$ cat src/rtl/junction_pkg.sv
// junction_pkg: shared phase encoding and country light constants for the
// junction timer. Optional build macro used by the top: JUNCTION_TIMER_EARLY_END_EN.
package junction_pkg;

    // Phase encoding as seen on the phase output.
    typedef enum logic [1:0] {
        HWY_GREEN  = 2'd0,
        HWY_YELLOW = 2'd1,
        CR_GREEN   = 2'd2,
        CR_YELLOW  = 2'd3
    } phase_e;

    // Country light, one-hot {green, yellow, red}.
    localparam logic [2:0] GREEN  = 3'b100;
    localparam logic [2:0] YELLOW = 3'b010;
    localparam logic [2:0] RED    = 3'b001;

    // Country light shown for a given phase; the highway phases keep it red.
    function automatic logic [2:0] country_led_for(input logic [1:0] ph);
        logic [2:0] led;
        case (ph)
            CR_GREEN:  led = GREEN;
            CR_YELLOW: led = YELLOW;
            default:   led = RED;
        endcase
        return led;
    endfunction

endpackage

$ cat src/rtl/junction_timer_phase_counter.sv
// phase_counter: 4-bit phase counter with load, guarded decrement and
// saturating increment. Priority is load, then decrement, then increment,
// so the counter can never wrap below 0 or above SAT_MAX.
module phase_counter
    import junction_pkg::*;
#(
    parameter logic [3:0] SAT_MAX = 4'd15
) (
    input  logic       clk,
    input  logic       rst_n,
    input  logic       load_i,
    input  logic [3:0] load_val_i,
    input  logic       dec_i,
    input  logic       inc_i,
    output logic [3:0] count_o
);

    logic [3:0] count_q;
    logic [3:0] count_d;

    // Next count: load wins, decrement stops at 0, increment stops at SAT_MAX.
    always_comb begin
        count_d = count_q;
        if (load_i) begin
            count_d = load_val_i;
        end else if (dec_i) begin
            if (count_q != 4'd0) begin
                count_d = count_q - 4'd1;
            end
        end else if (inc_i) begin
            if (count_q < SAT_MAX) begin
                count_d = count_q + 4'd1;
            end
        end
    end

    // Count register, cleared asynchronously.
    always_ff @(posedge clk or negedge rst_n) begin
        if (!rst_n) begin
            count_q <= 4'd0;
        end else begin
            count_q <= count_d;
        end
    end

    assign count_o = count_q;

endmodule

$ cat src/rtl/junction_timer.sv
// junction_timer: highway / country road junction sequencer.
// Highway green runs at least T_HWY cycles and only yields to a waiting
// country car; yellow lasts T_Y on either road; country green lasts T_CR.
// Build macro JUNCTION_TIMER_EARLY_END_EN: when defined, country green ends
// early (into country yellow) as soon as the sensor reports no car.
module junction_timer
    import junction_pkg::*;
#(
    parameter int T_HWY = 10,
    parameter int T_Y   = 3,
    parameter int T_CR  = 5
) (
    input  logic       clk,
    input  logic       rst_n,
    input  logic       sensor,
    output logic [3:0] hwy_count,
    output logic [3:0] cr_count,
    output logic [2:0] country_led,
    output logic [1:0] phase
);

    localparam logic [1:0] ST_HWY_GREEN  = 2'd0;
    localparam logic [1:0] ST_HWY_YELLOW = 2'd1;
    localparam logic [1:0] ST_CR_GREEN   = 2'd2;
    localparam logic [1:0] ST_CR_YELLOW  = 2'd3;

    localparam logic [3:0] HWY_LEN = 4'(T_HWY);
    localparam logic [3:0] Y_LEN   = 4'(T_Y);
    localparam logic [3:0] CR_LEN  = 4'(T_CR);

    logic [1:0] state_q;
    logic [1:0] state_d;
    logic [2:0] led_q;

    logic       hwy_load;
    logic [3:0] hwy_val;
    logic       hwy_dec;
    logic       hwy_inc;
    logic       cr_load;
    logic [3:0] cr_val;
    logic       cr_dec;
    logic       early_exit;

`ifdef JUNCTION_TIMER_EARLY_END_EN
    // No car on the country road: cut country green short.
    assign early_exit = !sensor;
`else
    // Country green always runs its full length.
    assign early_exit = 1'b0;
`endif

    // Phase sequencing and counter control. The idle count of each phase is
    // held at 0 by an explicit load so the two counts never overlap.
    always_comb begin
        state_d  = state_q;
        hwy_load = 1'b0;
        hwy_val  = 4'd0;
        hwy_dec  = 1'b0;
        hwy_inc  = 1'b0;
        cr_load  = 1'b0;
        cr_val   = 4'd0;
        cr_dec   = 1'b0;
        case (state_q)
            ST_HWY_GREEN: begin
                cr_load = 1'b1;
                if (hwy_count == HWY_LEN && sensor) begin
                    state_d  = ST_HWY_YELLOW;
                    hwy_load = 1'b1;
                    hwy_val  = Y_LEN;
                end else begin
                    hwy_inc = 1'b1;
                end
            end
            ST_HWY_YELLOW: begin
                // Committed: the sensor is not consulted here.
                cr_load = 1'b1;
                if (hwy_count <= 4'd1) begin
                    state_d  = ST_CR_GREEN;
                    hwy_load = 1'b1;
                    cr_val   = CR_LEN;
                end else begin
                    hwy_dec = 1'b1;
                end
            end
            ST_CR_GREEN: begin
                hwy_load = 1'b1;
                // Timeout and early exit lead to the same place with T_Y.
                if (cr_count <= 4'd1 || early_exit) begin
                    state_d = ST_CR_YELLOW;
                    cr_load = 1'b1;
                    cr_val  = Y_LEN;
                end else begin
                    cr_dec = 1'b1;
                end
            end
            default: begin
                hwy_load = 1'b1;
                if (cr_count <= 4'd1) begin
                    state_d = ST_HWY_GREEN;
                    cr_load = 1'b1;
                end else begin
                    cr_dec = 1'b1;
                end
            end
        endcase
    end

    // State and country light registers; the light follows the next state so
    // both change on the same edge.
    always_ff @(posedge clk or negedge rst_n) begin
        if (!rst_n) begin
            state_q <= ST_HWY_GREEN;
            led_q   <= RED;
        end else begin
            state_q <= state_d;
            led_q   <= country_led_for(state_d);
        end
    end

    phase_counter #(
        .SAT_MAX (HWY_LEN)
    ) u_hwy_counter (
        .clk        (clk),
        .rst_n      (rst_n),
        .load_i     (hwy_load),
        .load_val_i (hwy_val),
        .dec_i      (hwy_dec),
        .inc_i      (hwy_inc),
        .count_o    (hwy_count)
    );

    phase_counter #(
        .SAT_MAX (4'd15)
    ) u_cr_counter (
        .clk        (clk),
        .rst_n      (rst_n),
        .load_i     (cr_load),
        .load_val_i (cr_val),
        .dec_i      (cr_dec),
        .inc_i      (1'b0),
        .count_o    (cr_count)
    );

    assign country_led = led_q;
    assign phase       = state_q;

endmodule

$ cat config.mk
export PLATFORM = sky130hd
export DESIGN_NAME = junction_timer
export DESIGN_NICKNAME = d
export VERILOG_FILES = /design/src/rtl/junction_pkg.sv /design/src/rtl/junction_timer_phase_counter.sv /design/src/rtl/junction_timer.sv
export SDC_FILE = /design/constraint.sdc
export NUM_CORES = 1
export LEC_CHECK = 0
export CORE_MARGIN = 4
export CORE_UTILIZATION = 42
export CTS_BUF_LIST = sky130_fd_sc_hd__clkbuf_8
export DETAILED_ROUTE_END_ITERATION = 8
export PLACE_DENSITY = 0.72
export SYNTH_ARGS = -nofsm -noshare
export SYNTH_HDL_FRONTEND = slang
export SYNTH_SLANG_ARGS = --single-unit
$ cat constraint.sdc
create_clock -name clk -period 2.1 [get_ports clk]
set_input_delay 0.315 -clock clk [delete_from_list [all_inputs] [get_ports clk]]
set_output_delay 0.315 -clock clk [all_outputs]
set_load 0.05 [all_outputs]
==> metrics.cfg <==
[synth]
postSynthCellCount = 91
synthFlopType = dfrtp_1
syn_nets = 106
synth_cell_types = 33
yosysTopAreaCell = dfrtp_1
yosysSeqAreaShare = 0.372
postSynth.asyncResetShare = 1.00
synth_top_area_share = 0.342
ys_top_cells_by_area = dfrtp_1 34%, ha_1 17%, inv_1 4.7%
ys_ff_latch = 13
syn_area_um2 = 877
synth-edff-count = 0
ys_warn_count = 0
syn_area_per_cell_um2 = 9.64

[routing]
firstDrtPassIters = 4
via_count = 720
wl_per_cell_um = 13.2
drtAntennaViolNets = 0
drt_wl_total_um = 1830
drt_iter0_drc = 22
via_per_inst = 5.22
drc_errors = 0

[pwr]
ir_drop_mv = 0.378
p_per_area_nw_per_um2 = 422
static-leakage-power_uw = 0.000495

[die]
die_w_um = 53.7
design.core.area_um2 = 1980
io_pins = 16
initial_utilization = 0.443
fp.dieArea_um2 = 2880
fp-row-count = 16
die_y_um = 53.7

[timing]
fin_hold_ws_ns = 0.438
max_freq_mhz = 520
finalHoldViolations = 0
finalCritPeriodShare = 0.916
worst_slew_pin_slew_ns = 0.563
max_slew_margin = 0.623
setup_tns_ns = 0
report.final.slew_viol_count = 0
grt_setup_unrepaired = no
period_minus_slack_ns = 1.92
finClkSkew_ns = 0.00122
setup_viol = 0

[global_route]
grt_pass1_wl_um = 2990
grt_pass1_vias = 690
grt_use_total = 0.147
grt_max_degree = 14
antenna_found_initial = 0
grt_overflow_total = 0

[cts]
clock-sinks = 13
cts_hold_buf = 0
cts_tree = built
cts_buffer_depth = 2
path_clk_slew_ns = 0.05
h-tree-depth = 1
cts_buffers = 3
cts_root_buf = clkbuf_8
clk_latency_ns = 0.24

[layout]
regArea_um2 = 329
final_cell_count_no_fill = 138
drive_gt1_frac = 0.117
nFillCells = 180
syn_to_final_growth_pct = 27.8
antennaDiodeCount = 0
fin_nets = 127
fin_area_um2 = 1120
multi_input_area_um2 = 514

[setup_path]
crit_path_end_kind = primary output
worstPathCellList = clkdlybuf4s50_1
start_kind = register
critPathBufInv = 1
critPathRequiredTime_ns = 1.78
critPathMaxStageDelay_ns = 0.86
crit_path_top_delay_cell = clkdlybuf4s50_1
crit_path_max_fanout = 9
worstSetupPathType = register to primary output
arrival_ns = 1.61
critPathTopFamily = buffers and inverters

[place]
port_buffers = 15
gp_congestion = 0.848
placedCellCount = 134
dp_hpwl_um = 1450
placed_cell_area_um2 = 1070

[job]
drv_cap = 0

[status]
status = finished clean

[worst_hold_path]
hp-class = input pin to async pin

[worst paths after layout]
path	start	endpoint	slack (ns)	cells past startpoint
max	u_hwy_counter.count_o[3]	hwy_count[3]	0.18	1
min	rst_n	u_cr_counter.count_o[3]	0.44	1
max reg2reg	u_hwy_counter.count_o[0]	u_hwy_counter.count_o[2]	0.19	7
min reg2reg	u_cr_counter.count_o[0]	u_cr_counter.count_o[0]	0.56	1
max in group asynchronous	rst_n	u_hwy_counter.count_o[0]	1.26	1
min in group clk	u_cr_counter.count_o[0]	u_cr_counter.count_o[0]	0.56	1
[cell type report]
cell class	instances	area share
Multi-Input combinational cell	67	0.459
Sequential cell	13	0.294
Timing Repair Buffer	16	0.141
Clock buffer	3	0.0368
Inverter	11	0.0368
Tap cell	27	0.0301
Clock inverter	1	0.00335
[cells in the final DEF (no fill, tap or decap), types with 3 or more instances in the layout]
| cell | count |
|---|---|
| clkdlybuf4s50_1 | 15 |
| inv_1 | 12 |
| ha_1 | 12 |
| dfrtp_1 | 10 |
| nor2_1 | 8 |
| o21ai_0 | 8 |
| nand2b_1 | 3 |
| nand2_1 | 3 |
| nor3_1 | 3 |
| clkbuf_8 | 3 |
[state kept, by name (all words and copies together) (netlist names)]
register	flops
u_hwy_counter.count_o	4
u_cr_counter.count_o	4
country_led	3
phase	2
[through the flow]
stage | setup slack [ns] | power [uW] | utilization
after floorplan | 0.0734 | 255 | -
after global placement | 0.163 | 263 | 0.540
after detailed placement | 0.155 | 263 | 0.540
after CTS | 0.142 | 481 | 0.563
after global routing | 0.0809 | 494 | 0.566
final | 0.175 | 473 | 0.566
[timing repair]
item	CTS	global route
buffers inserted	0	0
gates resized for setup	0	1
setup endpoints to repair	0	1
[routing by layer]
layer	vias to the layer above	global-route usage	share of wire
li1	366	-	-
met1	336	0.167	0.45
met2	13	0.238	0.48
met3	5	0.0526	0.047
met4	0	0.0766	0.020
met5	-	0	0
[power by group]
part           internal (uW)  total, uW  switching [uW]
clock                    129        214            85.1
sequential               251        251               0
combinational           3.22       7.94            4.72
[cells in the mapped netlist, types with 2 or more instances]
| master | number |
|---|---|
| dfrtp_1 | 12 |
| ha_1 | 12 |
| inv_1 | 11 |
| nor2_1 | 8 |
| o21ai_0 | 8 |
| nor3_1 | 4 |
| nand2_1 | 3 |
| nand2b_1 | 3 |
| a21oi_1 | 2 |
| a32oi_1 | 2 |
| nand4_1 | 2 |
| or3_1 | 2 |
| xnor2_1 | 2 |
[logic make-up (layout without fill, tap and decap cells)]
| group | Yosys count | count (layout) | synth area share |
|---|---|---|---|
| AND/OR/NAND/NOR | 28 | 28 | 0.183 |
| XOR/XNOR | 3 | 3 | 0.0300 |
| flip-flops | 13 | 13 | 0.372 |
| AO/OA/AOI/OAI | 23 | 23 | 0.185 |
| multiplexers | 1 | 1 | 0.0114 |
| adder cells (fa/ha/maj) | 12 | 12 | 0.171 |
| buffers and inverters | 11 | 31 | 0.0471 |
Power figures use the tool's default switching activity.
